**src/rtl/mem_port_arbiter_pkg.sv**
```systemverilog
// Shared definitions for mem_port_arbiter: FSM state encodings and requester IDs.
package mem_port_arbiter_pkg;

  typedef enum logic [1:0] {
    ARB_IDLE  = 2'd0,
    ARB_ISSUE = 2'd1,
    ARB_WAIT  = 2'd2
  } arb_state_e;

  localparam logic REQ_IF = 1'b0;
  localparam logic REQ_LS = 1'b1;

endpackage

```
**src/rtl/mem_port_arbiter_pick.sv**
```systemverilog
// arb_pick2: 2-way one-hot picker; round-robin with a pointer register when
// ARB_ROUND_ROBIN_EN is defined, otherwise fixed load/store-first priority.
module arb_pick2
  import mem_port_arbiter_pkg::*;
(
`ifdef ARB_ROUND_ROBIN_EN
  input  logic       clk,
  input  logic       rst,
  input  logic       take,
`endif
  input  logic [1:0] valid,
  output logic [1:0] gnt
);

`ifdef ARB_ROUND_ROBIN_EN
  logic ptr_q;
  logic ptr_d;

  // Ties go to the pointer; a lone requester always wins.
  always_comb begin
    gnt = 2'b00;
    if (valid[REQ_LS] && valid[REQ_IF]) begin
      gnt[ptr_q] = 1'b1;
    end else if (valid[REQ_LS]) begin
      gnt[REQ_LS] = 1'b1;
    end else if (valid[REQ_IF]) begin
      gnt[REQ_IF] = 1'b1;
    end else begin
      gnt = 2'b00;
    end
  end

  // After a grant the pointer moves to whichever side did not win.
  always_comb begin
    ptr_d = ptr_q;
    if (take && (gnt != 2'b00)) begin
      ptr_d = gnt[REQ_IF] ? REQ_LS : REQ_IF;
    end else begin
      ptr_d = ptr_q;
    end
  end

  // Pointer register.
  always_ff @(posedge clk or posedge rst) begin
    if (rst) begin
      ptr_q <= REQ_LS;
    end else begin
      ptr_q <= ptr_d;
    end
  end
`else
  // Load/store always beats fetch.
  always_comb begin
    gnt = 2'b00;
    if (valid[REQ_LS]) begin
      gnt[REQ_LS] = 1'b1;
    end else if (valid[REQ_IF]) begin
      gnt[REQ_IF] = 1'b1;
    end else begin
      gnt = 2'b00;
    end
  end
`endif

endmodule

```
**src/rtl/mem_port_arbiter.sv**
```systemverilog
// mem_port_arbiter: shares one memory port between fetch (req 0) and load/store (req 1),
// one transaction outstanding. Define ARB_ROUND_ROBIN_EN for round-robin arbitration.
module mem_port_arbiter
  import mem_port_arbiter_pkg::*;
#(
  parameter int ADDR_W = 32,
  parameter int DATA_W = 32
) (
  input  logic                clk,
  input  logic                rst,
  input  logic                if_valid,
  input  logic [ADDR_W-1:0]   if_addr,
  output logic                if_ready,
  output logic                if_rvalid,
  output logic [DATA_W-1:0]   if_rdata,
  input  logic                ls_valid,
  input  logic                ls_we,
  input  logic [ADDR_W-1:0]   ls_addr,
  input  logic [DATA_W-1:0]   ls_wdata,
  input  logic [DATA_W/8-1:0] ls_wstrb,
  output logic                ls_ready,
  output logic                ls_rvalid,
  output logic [DATA_W-1:0]   ls_rdata,
  output logic                m_valid,
  output logic                m_we,
  output logic [ADDR_W-1:0]   m_addr,
  output logic [DATA_W-1:0]   m_wdata,
  output logic [DATA_W/8-1:0] m_wstrb,
  input  logic                m_ready,
  input  logic                m_rvalid,
  input  logic [DATA_W-1:0]   m_rdata
);

  localparam int STRB_W = DATA_W / 8;

  arb_state_e          state_q, state_d;
  logic                owner_q, owner_d;
  logic                m_valid_q, m_valid_d;
  logic                m_we_q, m_we_d;
  logic [ADDR_W-1:0]   m_addr_q, m_addr_d;
  logic [DATA_W-1:0]   m_wdata_q, m_wdata_d;
  logic [STRB_W-1:0]   m_wstrb_q, m_wstrb_d;
  logic                if_ready_q, if_ready_d;
  logic                ls_ready_q, ls_ready_d;
  logic                if_rvalid_q, if_rvalid_d;
  logic                ls_rvalid_q, ls_rvalid_d;
  logic [DATA_W-1:0]   if_rdata_q, if_rdata_d;
  logic [DATA_W-1:0]   ls_rdata_q, ls_rdata_d;
  logic [1:0]          gnt_s;
  logic                rsp_fire_s;

`ifdef ARB_ROUND_ROBIN_EN
  logic pick_take_s;
  assign pick_take_s = (state_q == ARB_IDLE);
`endif

  arb_pick2 u_pick (
`ifdef ARB_ROUND_ROBIN_EN
    .clk   (clk),
    .rst   (rst),
    .take  (pick_take_s),
`endif
    .valid ({ls_valid, if_valid}),
    .gnt   (gnt_s)
  );

  // Transaction FSM: grant and capture command, hold it until accepted, await response.
  always_comb begin
    state_d    = state_q;
    owner_d    = owner_q;
    m_valid_d  = m_valid_q;
    m_we_d     = m_we_q;
    m_addr_d   = m_addr_q;
    m_wdata_d  = m_wdata_q;
    m_wstrb_d  = m_wstrb_q;
    if_ready_d = 1'b0;
    ls_ready_d = 1'b0;
    rsp_fire_s = 1'b0;
    case (state_q)
      ARB_IDLE: begin
        if (gnt_s != 2'b00) begin
          owner_d   = gnt_s[REQ_LS];
          m_valid_d = 1'b1;
          state_d   = ARB_ISSUE;
          if (gnt_s[REQ_LS]) begin
            m_we_d     = ls_we;
            m_addr_d   = ls_addr;
            m_wdata_d  = ls_wdata;
            m_wstrb_d  = ls_wstrb;
            ls_ready_d = 1'b1;
          end else begin
            m_we_d     = 1'b0;
            m_addr_d   = if_addr;
            m_wdata_d  = {DATA_W{1'b0}};
            m_wstrb_d  = {STRB_W{1'b0}};
            if_ready_d = 1'b1;
          end
        end else begin
          state_d = ARB_IDLE;
        end
      end
      ARB_ISSUE: begin
        if (m_ready) begin
          m_valid_d = 1'b0;
          if (m_rvalid) begin
            rsp_fire_s = 1'b1;
            state_d    = ARB_IDLE;
          end else begin
            state_d = ARB_WAIT;
          end
        end else begin
          state_d = ARB_ISSUE;
        end
      end
      ARB_WAIT: begin
        if (m_rvalid) begin
          rsp_fire_s = 1'b1;
          state_d    = ARB_IDLE;
        end else begin
          state_d = ARB_WAIT;
        end
      end
      default: begin
        m_valid_d = 1'b0;
        state_d   = ARB_IDLE;
      end
    endcase
  end

  // Response routing to the owner; store completions return zero data.
  always_comb begin
    if_rvalid_d = 1'b0;
    ls_rvalid_d = 1'b0;
    if_rdata_d  = if_rdata_q;
    ls_rdata_d  = ls_rdata_q;
    if (rsp_fire_s) begin
      if (owner_q == REQ_LS) begin
        ls_rvalid_d = 1'b1;
        ls_rdata_d  = m_we_q ? {DATA_W{1'b0}} : m_rdata;
      end else begin
        if_rvalid_d = 1'b1;
        if_rdata_d  = m_rdata;
      end
    end else begin
      if_rvalid_d = 1'b0;
      ls_rvalid_d = 1'b0;
    end
  end

  // State, command and response registers.
  always_ff @(posedge clk or posedge rst) begin
    if (rst) begin
      state_q     <= ARB_IDLE;
      owner_q     <= REQ_IF;
      m_valid_q   <= 1'b0;
      m_we_q      <= 1'b0;
      m_addr_q    <= {ADDR_W{1'b0}};
      m_wdata_q   <= {DATA_W{1'b0}};
      m_wstrb_q   <= {STRB_W{1'b0}};
      if_ready_q  <= 1'b0;
      ls_ready_q  <= 1'b0;
      if_rvalid_q <= 1'b0;
      ls_rvalid_q <= 1'b0;
      if_rdata_q  <= {DATA_W{1'b0}};
      ls_rdata_q  <= {DATA_W{1'b0}};
    end else begin
      state_q     <= state_d;
      owner_q     <= owner_d;
      m_valid_q   <= m_valid_d;
      m_we_q      <= m_we_d;
      m_addr_q    <= m_addr_d;
      m_wdata_q   <= m_wdata_d;
      m_wstrb_q   <= m_wstrb_d;
      if_ready_q  <= if_ready_d;
      ls_ready_q  <= ls_ready_d;
      if_rvalid_q <= if_rvalid_d;
      ls_rvalid_q <= ls_rvalid_d;
      if_rdata_q  <= if_rdata_d;
      ls_rdata_q  <= ls_rdata_d;
    end
  end

  assign if_ready  = if_ready_q;
  assign ls_ready  = ls_ready_q;
  assign if_rvalid = if_rvalid_q;
  assign ls_rvalid = ls_rvalid_q;
  assign if_rdata  = if_rdata_q;
  assign ls_rdata  = ls_rdata_q;
  assign m_valid   = m_valid_q;
  assign m_we      = m_we_q;
  assign m_addr    = m_addr_q;
  assign m_wdata   = m_wdata_q;
  assign m_wstrb   = m_wstrb_q;

endmodule

```
**config.mk**
```make
export PLATFORM = sky130hd
export DESIGN_NAME = mem_port_arbiter
export DESIGN_NICKNAME = d
export VERILOG_FILES = /design/src/rtl/mem_port_arbiter_pkg.sv /design/src/rtl/mem_port_arbiter_pick.sv /design/src/rtl/mem_port_arbiter.sv
export SDC_FILE = /design/constraint.sdc
export NUM_CORES = 1
export LEC_CHECK = 0
export BUFFER_PORTS_ARGS = -buffer_cell sky130_fd_sc_hd__buf_2
export CORE_UTILIZATION = 25
export DETAILED_ROUTE_END_ITERATION = 16
export SLEW_MARGIN = 10
export SYNTH_ARGS = -nofsm -noshare
export SYNTH_HDL_FRONTEND = slang
export SYNTH_SLANG_ARGS = --single-unit
```
**constraint.sdc**
```tcl
create_clock -name clk -period 5.8 [get_ports clk]
set_input_delay 1.16 -clock clk [delete_from_list [all_inputs] [get_ports clk]]
set_output_delay 1.16 -clock clk [all_outputs]
set_load 0.1 [all_outputs]
```
==> flow_metrics.py, run 1 <==
metrics = {
    "cells_and_area": {
        "mostFrequentLayoutCell": "buf_2",
        "drive_gt1_share_pct": 43.1,
        "areaGrowthSynthToFinish_pct": 38.3,
        "layout_common_cells": "buf_2 (275), dfrtp_1 (141), nand2_1 (112), o21ai_0 (64), nand3_1 (37)",
        "fin_nets": 950,
        "n_antenna_cell": 0,
    },
    "logic_synthesis": {
        "synth_warnings": 0,
        "synth_seq_cells": 141,
        "synth_cells": 547,
        "synth_nets": 691,
        "synth_cell_types": 19,
        "synth.avg_cell_area_sq_um": 10.8,
        "synth_top_cells_by_area": "dfrtp_1 (60%), nand2_1 (7.1%), mux2_2 (6.3%)",
        "yosysTopAreaCell": "dfrtp_1",
        "synth_top_cell_area_share_pct": 59.7,
        "ys_seq_area_share_pct": 59.7,
        "syn-cell-area_sq_mm": 0.00591,
    },
    "detailed_routing": {
        "ant_nets": 0,
        "vias": 4909,
        "post_drt_wl_per_cell_um": 14.5,
        "drc": 0,
        "wl_mm": 16.4,
        "first_pass_iters": 4,
        "viasPerCell": 4.34,
        "drtIter0Drc": 212,
    },
    "outcome": {
        "status": "completed",
    },
    "timing": {
        "slew_headroom_pct": 25.8,
        "clock_skew_ns": 0.00631,
        "finalSetupTns_ns": 0,
        "rsz0062_at_grt": "no",
        "drv_slew": 0,
        "worst_slew_pin_slew_ns": 1.11,
        "max_clock_freq_ghz": 0.362,
        "fin_crit_sh_pct": 47.6,
        "hold_viol": 0,
        "setup_viol": 0,
        "final.min_clock_period_ns": 2.76,
    },
    "placement": {
        "hpwl_mm": 11.4,
        "port_buffers": 276,
        "place.gp.congestion": 0.777,
    },
    "floorplan": {
        "dieWidth_um": 156,
        "die_area_sq_mm": 0.0242,
        "design.portCount": 277,
        "core-area_sq_mm": 0.0229,
        "initial_utilization_pct": 25.8,
        "die_h_um": 156,
        "num_rows": 55,
    },
    "hold_path": {
        "min_path_type": "flip-flop to flip-flop",
    },
    "critical_path": {
        "worstPathArrival_ns": 1.60,
        "startpoint_type": "flip-flop",
        "cp-end-kind": "output pin",
        "cp_max_fo": 34,
        "path_class": "flip-flop to output pin",
        "cp.required_ns": 4.64,
    },
    "global_routing": {
        "grt.overflow.total": 0,
        "grt_first_pass_wirelength_mm": 25.8,
        "groute.usage.overall_pct": 13.8,
        "grt_max_degree": 88,
        "grt_pass1_vias": 4820,
        "antenna_found_initial": 2,
    },
    "flow_run": {
        "max-cap-violations": 0,
    },
    "clocking": {
        "cts_max_level": 4,
        "clk_latency_ns": 0.41,
        "ctsHoldBuffers": 0,
        "cts_resized": 0,
        "numClockSinks": 141,
        "cts_buffer_depth": 2,
        "cts_tree": "built",
        "clockRootBuffer": "clkbuf_16",
        "cts_made_buffers": 17,
        "path_clk_slew_ns": 0.06,
        "postCtsSetupBuffers": 0,
    },
}
## layer usage
metal	vias up	global-route usage (%)	part of all wire (%)
met3	9	4.94	8.0
met1	2288	16.7	44
met4	2	4.20	0.89
met2	214	23.0	47
li1	2396	-	-
met5	-	0	0.11
## final timing paths
kind                             start      endpoint  slack (ns)  cells after the start
min                        m_wdata[30]   m_wdata[30]        0.46                      2
max reg2reg                 state_q[0]   ls_rdata[7]        3.36                      5
max in group asynchronous          rst     m_addr[8]        3.92                      3
min reg2reg                m_wdata[30]   m_wdata[30]        0.46                      2
min in group asynchronous          rst  if_rdata[30]        0.84                      2
max                               m_we          m_we        3.04                      2
## through the flow
step,util (%),cell area (sq um),std cells,setup WS [ns],hold slack [ns]
final,35.6,8170,1132,3.04,0.459
after CTS,35.6,8170,1132,3.00,0.465
after global placement,33.0,7560,1100,2.89,0.446
after global routing,35.6,8170,1132,2.95,0.481
after detailed placement,33.0,7560,1100,2.82,0.450
after floorplan,-,5910,547,0.859,0.523
## layout make-up
class | instances | area, sq um
clock buffer | 19 | 443
clock inverter | 13 | 166
fill | 2392 | 14700
inverter | 36 | 140
multi-input combinational | 326 | 2060
sequential | 141 | 3530
tap | 313 | 392
timing repair buffer | 284 | 1440
## cell families after synthesis
group / Yosys count / share of synthesized area, %
DFF: 141 / 59.7
AOI/OAI and AO/OA: 100 / 10.6
and+or+nand+nor: 156 / 11.0
muxes: 65 / 11.7
buffers and inverters: 80 / 5.87
adders and majority gates: 5 / 1.06
## state kept, by name (all words and copies together), names as in the netlist
| register | count |
|---|---|
| owner_q | 1 |
| m_we | 1 |
| m_wstrb | 4 |
| state_q | 2 |
| if_ready | 1 |
| m_addr | 32 |
| ls_rdata | 32 |
| if_rvalid | 1 |
| ls_ready | 1 |
| ls_rvalid | 1 |
| if_rdata | 32 |
| m_wdata | 32 |
| m_valid | 1 |
## synth_stat cells (all sizes together)
cell / n
dfrtp: 141
nand2: 112
o21ai: 65
nand3: 38
inv: 36
mux2: 33
mux2i: 32
o41ai: 32
buf: 22
clkbuf: 22
ha: 5
nor2: 3
a21oi: 2
nor3: 2
a221oi: 1
and2: 1
## worst max-delay path: stages (launching register included)
cell,delay [ns]
dfrtp_1,0.32
buf_4,0.35
buf_2,0.51
Power of run 1 is left out: the tool's default activity adds up to more than one toggle a clock period on the data nets, which glitch-free logic cannot reach.
==> run 2, diff against run 1 <==
clock period = 2.3 ns   (was 5.8 ns; I/O delays follow)
==> flow_metrics.py, run 2 (synthesized netlist as in run 1, its figures left out) <==
metrics = {
    "outcome": {
        "status": "completed",
    },
    "timing": {
        "worst_slew_pin_slew_ns": 0.888,
        "clock_skew_ns": 0.0184,
        "setup_viol": 0,
        "fin_crit_sh_pct": 81.6,
        "slew_headroom_pct": 40.8,
        "drv_slew": 0,
        "finalSetupTns_ns": 0,
        "max_clock_freq_ghz": 0.533,
        "hold_ws_ns": 0.185,
        "rsz0062_at_grt": "no",
        "final.min_clock_period_ns": 1.88,
        "hold_viol": 0,
    },
    "clocking": {
        "cts_resized": 0,
        "path_clk_slew_ns": 0.07,
        "clockRootBuffer": "clkbuf_16",
        "clk_latency_ns": 0.42,
        "cts_tree": "built",
        "postCtsSetupBuffers": 0,
        "ctsHoldBuffers": 0,
        "numClockSinks": 141,
        "cts_max_level": 4,
        "cts_made_buffers": 17,
        "cts_buffer_depth": 2,
    },
    "detailed_routing": {
        "vias": 4919,
        "viasPerCell": 4.33,
        "drc": 0,
        "wl_mm": 16.3,
        "post_drt_wl_per_cell_um": 14.4,
        "first_pass_iters": 4,
        "drtIter0Drc": 125,
        "ant_nets": 0,
    },
    "global_routing": {
        "grt.overflow.total": 0,
        "groute.usage.overall_pct": 13.8,
        "grt_pass1_vias": 4863,
        "gr-usage-met3_pct": 4.92,
        "grt_first_pass_wirelength_mm": 25.6,
        "met2_usage_pct": 22.3,
        "antenna_found_initial": 2,
        "grt_use_met1_pct": 17.1,
        "grt-busiest-layer": "met2",
        "grt_max_degree": 142,
    },
    "cells_and_area": {
        "fin_nets": 954,
        "layout_common_cells": "buf_2 (274), dfrtp_1 (141), nand2_1 (112), o21ai_0 (64), nand3_1 (37)",
        "drive_gt1_share_pct": 43.3,
        "mostFrequentLayoutCell": "buf_2",
        "areaGrowthSynthToFinish_pct": 40.4,
        "instances_no_fill": 1137,
    },
    "flow_run": {
        "max-cap-violations": 0,
    },
    "critical_path": {
        "cp_max_fo": 33,
        "startpoint_type": "flip-flop",
        "r2r_setup_slack_ns": 0.42,
        "path_class": "flip-flop to flip-flop",
        "cp.required_ns": 2.60,
        "r2r_cells": 6,
        "cp-end-kind": "flip-flop",
        "worstPathArrival_ns": 2.17,
        "timing.rr.start": "state_q[1]",
        "r2r_end": "if_rdata[22]",
    },
    "placement": {
        "place.gp.congestion": 0.801,
        "placedCellCount": 1104,
        "hpwl_mm": 11.4,
        "port_buffers": 276,
    },
    "floorplan": {
        "die_h_um": 156,
        "core-area_sq_mm": 0.0229,
        "initial_utilization_pct": 25.8,
        "dieWidth_um": 156,
        "design.portCount": 277,
        "num_rows": 55,
        "die_area_sq_mm": 0.0242,
    },
    "hold_path": {
        "min_path_type": "input port to asynchronous set/reset pin",
    },
}
==> run 2: critical path: stages (launching register included) <==
cell,delay [ns]
dfrtp_1,0.41
inv_1,0.11
ha_1,0.25
a21oi_4,0.15
nor3_4,0.22
buf_12,0.24
mux2_2,0.37
==> run 2: stage by stage <==
stage               worst slack (ns)  util, %  cell area (sq um)
global placement               0.453     33.5               7670
finish                         0.424     36.2               8290
global route                   0.307     36.2               8290
floorplan                     0.0769        -               5910
CTS                            0.415     36.2               8290
detailed placement             0.419     33.5               7670
==> run 2: layer usage <==
metal  vias to the layer above  part of all wire [%]  routed length [um]
li1                       2397                     -                   -
met1                      2301                    45                7360
met2                       209                    47                7650
met3                        10                   6.8                1120
met4                         2                   1.1                 174
met5                         -                 0.080                  13
==> run 2: worst max path at each step <==
stage                from            to  slack (ns)  cells after the start
4_1_cts        state_q[1]  if_rdata[22]        0.41                      6
3_3_place_gp   state_q[1]  if_rdata[16]        0.45                      6
6_report       state_q[1]  if_rdata[22]        0.42                      6
2_1_floorplan         rst   if_rdata[0]        0.08                      1
3_5_place_dp   state_q[1]  if_rdata[22]        0.42                      6
5_1_grt        state_q[1]  if_rdata[21]        0.31                      6
==> run 2: final cells by class <==
type | instances | area, sq um
Antenna cell | 1 | 2.50
Clock buffer | 19 | 433
Clock inverter | 13 | 189
Fill cell | 2383 | 14600
Inverter | 36 | 139
Multi-Input combinational cell | 326 | 2060
Sequential cell | 141 | 3530
Tap cell | 313 | 392
Timing Repair Buffer | 288 | 1550
Power of run 2 is left out for the same reason.
